**src/rtl/seg_pkg.sv**
```systemverilog
// Shared types and the hex-to-segment table for the seven-segment scanner.
// Pure definitions, no logic and no flow control.
package seg_pkg;

  localparam int NUM_DIGITS = 8;

  typedef logic [7:0] seg_t;

  // Bit order {a,b,c,d,e,f,g,dp}; dp is always 0 here and is merged in later.
  localparam seg_t HEX_SEG [16] = '{
    8'hFC, 8'h60, 8'hDA, 8'hF2, 8'h66, 8'hB6, 8'hBE, 8'hE0,
    8'hFE, 8'hF6, 8'hEE, 8'h3E, 8'h9C, 8'h7A, 8'h9E, 8'h8E
  };

endpackage

```
**src/rtl/hex_to_seg.sv**
```systemverilog
// Hex nibble to segment pattern lookup; combinational, zero latency.
// No handshake: the output follows the input within the same cycle.
module hex_to_seg
  import seg_pkg::*;
(
  input  logic [3:0] nib,
  output seg_t       seg
);

  assign seg = HEX_SEG[nib];

endmodule

```
**src/rtl/seven_seg_scanner.sv**
```systemverilog
// Eight-digit multiplexed display driver with frame-aligned double-buffered updates.
// Outputs registered, one cycle after each step; load is always accepted (latest wins).
module seven_seg_scanner
  import seg_pkg::*;
#(
  parameter int DIV = 100000
) (
  input  logic        clk,
  input  logic        rst_n,
  input  logic [31:0] data,
  input  logic [7:0]  dp,
  input  logic [7:0]  blank,
  input  logic        load,
  output logic        load_ack,
  output logic        frame_tick,
  output logic [7:0]  enable,
  output seg_t        seg
);

  localparam int CW = (DIV < 2) ? 1 : $clog2(DIV);
  localparam int IW = $clog2(NUM_DIGITS);

  generate
    if (DIV < 2) begin : g_div_check
      $error("seven_seg_scanner: DIV must be at least 2");
    end
  endgenerate

  logic [CW-1:0] cnt_q, cnt_d;
  logic [IW-1:0] idx_q, idx_d;
  logic          pending_q, pending_d;
  logic [31:0]   stg_data_q, stg_data_d;
  logic [7:0]    stg_dp_q, stg_dp_d;
  logic [7:0]    stg_blank_q, stg_blank_d;
  logic [31:0]   dsp_data_q, dsp_data_d;
  logic [7:0]    dsp_dp_q, dsp_dp_d;
  logic [7:0]    dsp_blank_q, dsp_blank_d;
  logic [7:0]    enable_q, enable_d;
  seg_t          seg_q, seg_d;
  logic          load_ack_q, load_ack_d;
  logic          frame_tick_q, frame_tick_d;

  logic          step;
  logic          wrap;
  logic          xfer;
  logic [3:0]    cur_nib;
  seg_t          cur_hex;

  hex_to_seg u_hex_to_seg (
    .nib (cur_nib),
    .seg (cur_hex)
  );

  always_comb begin
    step = (cnt_q == CW'(DIV - 1));
    wrap = step && (idx_q == IW'(NUM_DIGITS - 1));
    xfer = wrap && pending_q;

    cnt_d = step ? '0 : cnt_q + 1'b1;
    idx_d = step ? idx_q + 1'b1 : idx_q;

    // A transfer always takes the old staging; a coincident load refills it.
    dsp_data_d  = xfer ? stg_data_q  : dsp_data_q;
    dsp_dp_d    = xfer ? stg_dp_q    : dsp_dp_q;
    dsp_blank_d = xfer ? stg_blank_q : dsp_blank_q;
    stg_data_d  = load ? data  : stg_data_q;
    stg_dp_d    = load ? dp    : stg_dp_q;
    stg_blank_d = load ? blank : stg_blank_q;
    pending_d   = load | (pending_q & ~xfer);

    // Output registers look at next-state idx/display so they land one cycle after the step.
    cur_nib  = dsp_data_d[{idx_d, 2'b00} +: 4];
    enable_d = '0;
    seg_d    = '0;
    if (!dsp_blank_d[idx_d]) begin
      enable_d = 8'b1 << idx_d;
      seg_d    = cur_hex | {7'b0, dsp_dp_d[idx_d]};
    end

    frame_tick_d = wrap;
    load_ack_d   = xfer;
  end

  always_ff @(posedge clk or negedge rst_n) begin
    if (!rst_n) begin
      cnt_q        <= '0;
      idx_q        <= '0;
      pending_q    <= 1'b0;
      stg_data_q   <= '0;
      stg_dp_q     <= '0;
      stg_blank_q  <= 8'hFF;
      dsp_data_q   <= '0;
      dsp_dp_q     <= '0;
      dsp_blank_q  <= 8'hFF;
      enable_q     <= '0;
      seg_q        <= '0;
      load_ack_q   <= 1'b0;
      frame_tick_q <= 1'b0;
    end else begin
      cnt_q        <= cnt_d;
      idx_q        <= idx_d;
      pending_q    <= pending_d;
      stg_data_q   <= stg_data_d;
      stg_dp_q     <= stg_dp_d;
      stg_blank_q  <= stg_blank_d;
      dsp_data_q   <= dsp_data_d;
      dsp_dp_q     <= dsp_dp_d;
      dsp_blank_q  <= dsp_blank_d;
      enable_q     <= enable_d;
      seg_q        <= seg_d;
      load_ack_q   <= load_ack_d;
      frame_tick_q <= frame_tick_d;
    end
  end

  assign enable     = enable_q;
  assign seg        = seg_q;
  assign load_ack   = load_ack_q;
  assign frame_tick = frame_tick_q;

endmodule

```
**config.mk**
```make
export PLATFORM = sky130hd
export DESIGN_NAME = seven_seg_scanner
export DESIGN_NICKNAME = d
export VERILOG_FILES = /design/src/rtl/seg_pkg.sv /design/src/rtl/hex_to_seg.sv /design/src/rtl/seven_seg_scanner.sv
export SDC_FILE = /design/constraint.sdc
export NUM_CORES = 1
export LEC_CHECK = 0
export CAP_MARGIN = 20
export CORE_MARGIN = 2
export CORE_UTILIZATION = 24
export DETAILED_ROUTE_END_ITERATION = 8
export PLACE_DENSITY_LB_ADDON = 0.25
export SLEW_MARGIN = 10
export SYNTH_ARGS = -nofsm -noshare
export SYNTH_HDL_FRONTEND = slang
export SYNTH_SLANG_ARGS = --single-unit
export TNS_END_PERCENT = 100
```
**constraint.sdc**
```tcl
create_clock -name clk -period 3.27 [get_ports clk]
set_input_delay 0.327 -clock clk [delete_from_list [all_inputs] [get_ports clk]]
set_output_delay 0.327 -clock clk [all_outputs]
set_load 0.005 [all_outputs]
```
# ---- After elaboration in Yosys (flattened, before gate mapping)
# Memory sizes are Yosys's and may differ from the RTL's.
# Cells that the tools add are included.
# W data, S select, Z words.
dict set report word_totals {
  ff_bits 135
  latch_bits 0
  mem_bits_rw 0
  mem_bits_ro 128
  output_inout_bits 18
  wordCells 42
  n_memories 1
}
# memory words word_bits rd rd_ports_with_merged_regs write_ports line_no
set memory_table {}
lappend memory_table {{(no name shown)} 16 8 1 0 0 hex_to_seg.sv:10} ;# assign seg = HEX_SEG[nib];
dict set report op_classes {
  addsub 2
  n_mul 0
  div_mod_pow 0
  magnitude_cmp 2
  n_eq_ne 2
  shifts 2
  mux 13
  bitwise 5
  n_reduce_logical 2
}
# operator count
set op_table {}
lappend op_table {{$mux W8} 6}
lappend op_table {{$mux W32} 1}
lappend op_table {{$shiftx A32 B6 Y4} 1}
lappend op_table {{$add A17 B1 Y17 const B} 1}
lappend op_table {{$eq A17 B17 Y1 const B} 1}
lappend op_table {{$mux W17} 1}
lappend op_table {{$or A8 B1 Y8} 1}
lappend op_table {{$shl A1 B3 Y8 const A} 1}
lappend op_table {{$bmux W1 S3} 2}
lappend op_table {{$ge A5 B5 Y1 const B} 1}
lappend op_table {{$not A4 Y5} 1}
lappend op_table {{$lt A3 B4 Y1 const B} 1}
lappend op_table {{$add A3 B1 Y3 const B} 1}
lappend op_table {{$eq A3 B3 Y1 const B} 1}
lappend op_table {{$mux W3} 1}
lappend op_table {{$logic_and A1 B1 Y1} 2}
lappend op_table {{$mux W1} 2}
lappend op_table {{$and A1 B1 Y1} 1}
lappend op_table {{$not A1 Y1} 1}
lappend op_table {{$or A1 B1 Y1} 1}

# ---- Logic depth before layout (Yosys ltp)
dict set report logic_depth {
  depth_word 11
  depth_mapped 17
  ltp_nobuf 13
}

# ---- By module
# A second synthesis with hierarchy kept.
dict set report hier_totals {
  hier_cells 581
  hier_area_um2 6407.4
}
# mod n_inst cells_per_inst area_each_um2
set modules_own_cells {}
lappend modules_own_cells {seven_seg_scanner 1 546 6105.9}
lappend modules_own_cells {hex_to_seg 1 35 301.5}

# ---- Least setup slack after synthesis
# No wires, ideal clock.
dict set report synth_timing {
  kind {reg2reg}
  from {register cnt_q[0]}
  to {register seg_q[4], in the netlist seg[4]}
  t_arrival_ns 3.328
  required_ns 3.198
  path_slack_ns -0.130
  stages_incl_launch_ff 16
  n_path_buf 3
  period_less_slack_ns 3.400
  path_cell_list {dfrtp_1 > ha_1 > and4_1 > buf_2 > and4_4 > buf_12 > mux2i_1 > buf_2 > mux2i_1 > mux2_2 > o22ai_1 > inv_1 > ha_1 > inv_1 > mux4_2 > nor2_1}
}
dict set report synth_between {
  elab_chain_cells 11
}
# element line_no
set synth_rtl {}
lappend synth_rtl {{start, declared} seven_seg_scanner.sv:29} ;# logic [CW-1:0] cnt_q, cnt_d;
lappend synth_rtl {{start signal, assigned} seven_seg_scanner.sv:100} ;# cnt_q <= cnt_d;
lappend synth_rtl {{$eq A17 B17 Y1 *} seven_seg_scanner.sv:55} ;# step = (cnt_q == CW'(DIV - 1));
lappend synth_rtl {{$logic_and A1 B1 Y1} seven_seg_scanner.sv:56} ;# wrap = step && (idx_q == IW'(NUM_DIGITS - 1));
lappend synth_rtl {{$logic_and A1 B1 Y1} seven_seg_scanner.sv:57} ;# xfer = wrap && pending_q;
lappend synth_rtl {{$mux W32} seven_seg_scanner.sv:63} ;# dsp_data_d = xfer ? stg_data_q : dsp_data_q;
lappend synth_rtl {{$shiftx A32 B6 Y4} seven_seg_scanner.sv:72} ;# cur_nib = dsp_data_d[{idx_d, 2'b00} +: 4];
lappend synth_rtl {{$not A4 Y5 (implied by the code)} hex_to_seg.sv:10}
lappend synth_rtl {{$mem_v2 Z16 W8} n/a}
lappend synth_rtl {{$mux W8 (implied by the code) (2 in a row)} hex_to_seg.sv:10}
lappend synth_rtl {{$or A8 B1 Y8} seven_seg_scanner.sv:77} ;# seg_d = cur_hex | {7'b0, dsp_dp_d[idx_d]};
lappend synth_rtl {{$mux W8 *} seven_seg_scanner.sv:75} ;# if (!dsp_blank_d[idx_d]) begin
lappend synth_rtl {{net seg_d[4]} seven_seg_scanner.sv:39} ;# seg_t seg_q, seg_d;
lappend synth_rtl {{end signal, assigned} seven_seg_scanner.sv:110} ;# seg_q <= seg_d;
lappend synth_rtl {{end, declared} seven_seg_scanner.sv:39}
# The timed path passes the listed nets; every way through them passes the cells marked *. The select of a mux whose other input is x is not followed.
# A chain may end at the register's enable or synchronous reset.

# ---- Worst setup path in the final report
dict set report layout_timing {
  from {register cnt_q[6]}
  to {register seg_q[4], in the netlist seg[4]}
}
dict set report layout_between {
  elab_chain_cells 11
}
# element line_no
set layout_rtl {}
lappend layout_rtl {{$eq A17 B17 Y1} seven_seg_scanner.sv:55}
lappend layout_rtl {{$logic_and A1 B1 Y1} seven_seg_scanner.sv:56}
lappend layout_rtl {{$logic_and A1 B1 Y1} seven_seg_scanner.sv:57}
lappend layout_rtl {{$mux W32} seven_seg_scanner.sv:63}
lappend layout_rtl {{net dsp_data_d[12]} seven_seg_scanner.sv:35} ;# logic [31:0] dsp_data_q, dsp_data_d;
lappend layout_rtl {{$shiftx A32 B6 Y4} seven_seg_scanner.sv:72}
lappend layout_rtl {{$not A4 Y5 (implied by the code)} hex_to_seg.sv:10}
lappend layout_rtl {{$mem_v2 Z16 W8} n/a}
lappend layout_rtl {{$mux W8 (implied by the code) (2 in a row)} hex_to_seg.sv:10}
lappend layout_rtl {{$or A8 B1 Y8} seven_seg_scanner.sv:77}
lappend layout_rtl {{$mux W8} seven_seg_scanner.sv:75}
lappend layout_rtl {{net seg_d[4]} seven_seg_scanner.sv:39}
# The timed path passes the listed nets, and every way through them passes these cells. The select of a mux whose other input is x is not followed.

==> flow_metrics.py <==
metrics = {
    "status": {
        "status": "finished clean",
    },
    "power": {
        "power_density_mw_per_mm2": 500.4,
        "combinationalPowerShare": 0.044,
        "clkPwrFrac": 0.526,
        "internal_power_mw": 3.303,
        "power_frac_seq": 0.430,
        "ir_drop_mv": 0.2440,
        "p_switching_mw": 0.8405,
        "p_leak_nw": 3.660,
        "swShare": 0.2028,
    },
    "global_routing": {
        "grt_max_degree": 54,
        "first_global_vias": 4521,
        "grt_pass1_wl_um": 24340,
        "overflow": 0,
        "antenna_found_initial": 0,
        "track_usage": 0.1190,
    },
    "logic_synthesis": {
        "synth_compound_area_frac": 0.06275,
        "synth-seq-area-share": 0.5534,
        "synth_cell_types": 55,
        "syn-num-nets": 587,
        "syn_avg_cell_area_um2": 11.65,
        "synthMuxAreaShare": 0.1595,
        "ys_ff_latch": 135,
        "synth_simple_gate_area_frac": 0.1540,
        "synth_edf_count": 0,
        "synth_top_cell_by_area": "dfrtp_1",
        "yosys_warnings": 0,
        "synth_fa_ha_area_frac": 0.01834,
        "synthArstFlopShare": 1.000,
        "synthCells": 527,
        "synth_top_family_by_area": "multiplexers",
        "synth_top_area_frac": 0.4849,
        "synth.area.top_cells": "dfrtp_1 (48%), mux2_2 (10%), nand2_1 (7.2%)",
        "synth_flop_cell": "dfrtp_1",
        "synth_area_mm2": 0.006141,
        "synth-xor-area-share": 0.02302,
    },
    "die": {
        "die_area_mm2": 0.02688,
        "rows": 58,
        "core_mm2": 0.02518,
        "chipWidth_um": 164.0,
        "start_util": 0.2439,
        "ios": 69,
        "dieHeight_um": 164.0,
    },
    "place": {
        "gp_congestion": 0.8141,
        "place_hpwl_um": 11020,
        "portBuffers": 68,
    },
    "cts": {
        "clockBufferDepth": 2,
        "path_clk_slew_ns": 0.06,
        "htreeDepth": 4,
        "clock-sinks": 135,
        "numCtsBuffers": 17,
        "clk_latency_ns": 0.42,
        "tritoncts": "done",
        "cts_root_buf": "clkbuf_16",
    },
    "timing": {
        "min_period_ns": 3.128,
        "finClkSkew_ns": 0.01063,
        "hold_violations": 0,
        "fmax_ghz": 0.3197,
        "setup_viol": 0,
        "slew_headroom": 0.5128,
        "finalCritPeriodShare": 0.9564,
        "holdWs_ns": 0.4698,
        "worstMarginPinSlew_ns": 0.7308,
        "maxSlewViolCount": 0,
    },
    "critical_path": {
        "cp.buffers_inverters": 1,
        "rrSetupSlack_ns": 0.14,
        "cp-end-kind": "register",
        "slowest_stage": "mux4_2",
        "worstReg2RegEnd": "seg[4]$_DFF_PN0_",
        "path_cells": "nor4_4 > and4_4 > nand2_8 > mux2_4 > or3_1 > o221ai_2 > o22ai_2 > buf_4 > ha_1 > mux4_2 > nor2_1",
        "path_class": "reg2reg",
        "endpoint": "seg[4]$_DFF_PN0_",
        "crit_start": "cnt_q[6]$_DFF_PN0_",
        "slowest_delay_ns": 0.46,
        "required_ns": 3.62,
        "start_kind": "register",
        "cp.arrival_ns": 3.47,
        "r2r_start": "cnt_q[6]$_DFF_PN0_",
        "crit_path_max_fanout": 13,
        "reg2reg_depth": 11,
        "critical-path-top-delay-family": "simple AND/OR/NAND/NOR gates",
        "crit_cells": 11,
    },
    "route": {
        "vias_per_cell": 4.357,
        "top_layer": "met4",
        "wl_per_cell_um": 15.06,
        "wl_met3_um": 518,
        "dr.pass1.iters": 4,
        "drt-initial-drc-count": 230,
        "drc_errors": 0,
        "ant_nets": 0,
        "via_count": 4309,
        "wirelength_um": 14890,
        "m1WireLength_um": 7245,
        "met2_length_um": 6916,
    },
    "cells_and_area": {
        "layout-drive-gt1-share": 0.2959,
        "final_common_cell": "nand2_1",
        "diodes": 0,
        "layout_common_cells": "nand2_1 (118), dfrtp_1 (116), clkdlybuf4s50_1 (66)",
        "num-nets-final": 706,
        "area_growth_pct": 34.84,
        "finalCoreUtilization": 0.3288,
    },
    "run": {
        "maxCapViolations": 0,
    },
    "worst_hold_path": {
        "min_path_cells": 2,
        "hold_path_class": "reg2reg",
    },
}
final cells by class:
type | instances | area (µm²)
sequential | 135 | 3402
clock buffer | 20 | 446.7
inverter | 11 | 41.29
tap | 330 | 412.9
multi-input combinational | 357 | 2621
fill | 2503 | 16900
clock inverter | 12 | 222.7
timing repair buffer | 124 | 1134
sequential cells by signal, indices dropped and copies added (netlist names), 3 cells and up:
name and flops:
dsp_data_q 32, stg_data_q 32, cnt_q 17, dsp_blank_q 8, dsp_dp_q 8, enable 8
seg 8, stg_blank_q 8, stg_dp_q 8, idx_q 3
layer usage:
layer | vias up | track usage
met1 | 2136 | 0.1597
met3 | 15 | 0.03030
met4 | 0 | 0.04386
met2 | 87 | 0.1853
li1 | 2071 | -
met5 | - | 0
timing repair:
item                                   CTS  global route
hold buffers                             1             0
buffers inserted                         0            11
setup endpoints to repair                2             7
endpoints found under the hold margin   24             0
pin swaps                                0             7
gates resized for setup                  1            12
metrics by stage:
stage | instances | cell area, µm² | worst slack (ns) | TNS [ns] | total power [mW]
6_report | 989 | 8280 | 0.1424 | 0 | 4.144
5_1_grt | 989 | 8280 | -0.0008327 | -0.0008327 | 4.302
4_1_cts | 978 | 8145 | 0.01038 | 0 | 4.209
3_5_place_dp | 945 | 7465 | 0.01299 | 0 | 1.999
3_3_place_gp | 944 | 7445 | 0.08302 | 0 | 1.994
2_1_floorplan | 527 | 6150 | 0.002785 | 0 | 1.862
synthesized netlist by cell type, types with 3 or more instances:
cell type,instances
nand2_1,118
and4_1,3
o21ai_0,14
nand4_1,4
and2_1,4
ha_1,9
mux4_2,5
mux2i_1,15
buf_2,6
xnor2_1,7
or3_1,6
a221oi_1,5
o22ai_1,4
dfrtp_1,119
mux2_2,57
a21oi_1,9
buf_1,7
nand2b_1,3
inv_1,9
xor2_1,6
nand3_1,16
and3_1,3
dfstp_2,16
a211oi_1,4
nor2_1,28
nor3_1,7
clkbuf_1,6
worst register-to-register path: stages, from the launching register on:
cell      delay [ns]
dfrtp_1         0.42
nor4_4          0.33
and4_4          0.34
nand2_8         0.11
mux2_4          0.33
or3_1           0.38
o221ai_2        0.08
o22ai_2         0.11
buf_4           0.17
ha_1            0.25
mux4_2          0.46
nor2_1          0.10
worst min path at each step:
stage	from	endpoint	slack, ns
after floorplan	rst_n	cnt_q[0]$_DFF_PN0_	0.03
final	dsp_dp_q[3]$_DFF_PN0_	dsp_dp_q[3]$_DFF_PN0_	0.47
after global routing	dsp_blank_q[1]$_DFF_PN1_	dsp_blank_q[1]$_DFF_PN1_	0.48
after detailed placement	rst_n	stg_data_q[22]$_DFFE_PN0P_	0.44
after CTS	dsp_blank_q[1]$_DFF_PN1_	dsp_blank_q[1]$_DFF_PN1_	0.47
after global placement	rst_n	stg_data_q[30]$_DFFE_PN0P_	0.44
power groups by stage:
stage | Combinational [mW] | Sequential, mW | Clock (mW)
after floorplan | 0.0726 | 1.79 | 0
after global placement | 0.180 | 1.81 | 0
after detailed placement | 0.185 | 1.81 | 0
after CTS | 0.187 | 1.78 | 2.24
after global routing | 0.201 | 1.79 | 2.31
final | 0.181 | 1.78 | 2.18
kinds of logic after synthesis:
family,Yosys count
adder cells (fa/ha/maj),9
flip-flops,135
multiplexers,82
XOR/XNOR,14
AND/OR/NAND/NOR,202
AO/OA/AOI/OAI,50
buffers and inverters,35
Note: power is estimated with default switching activity, not from simulation.
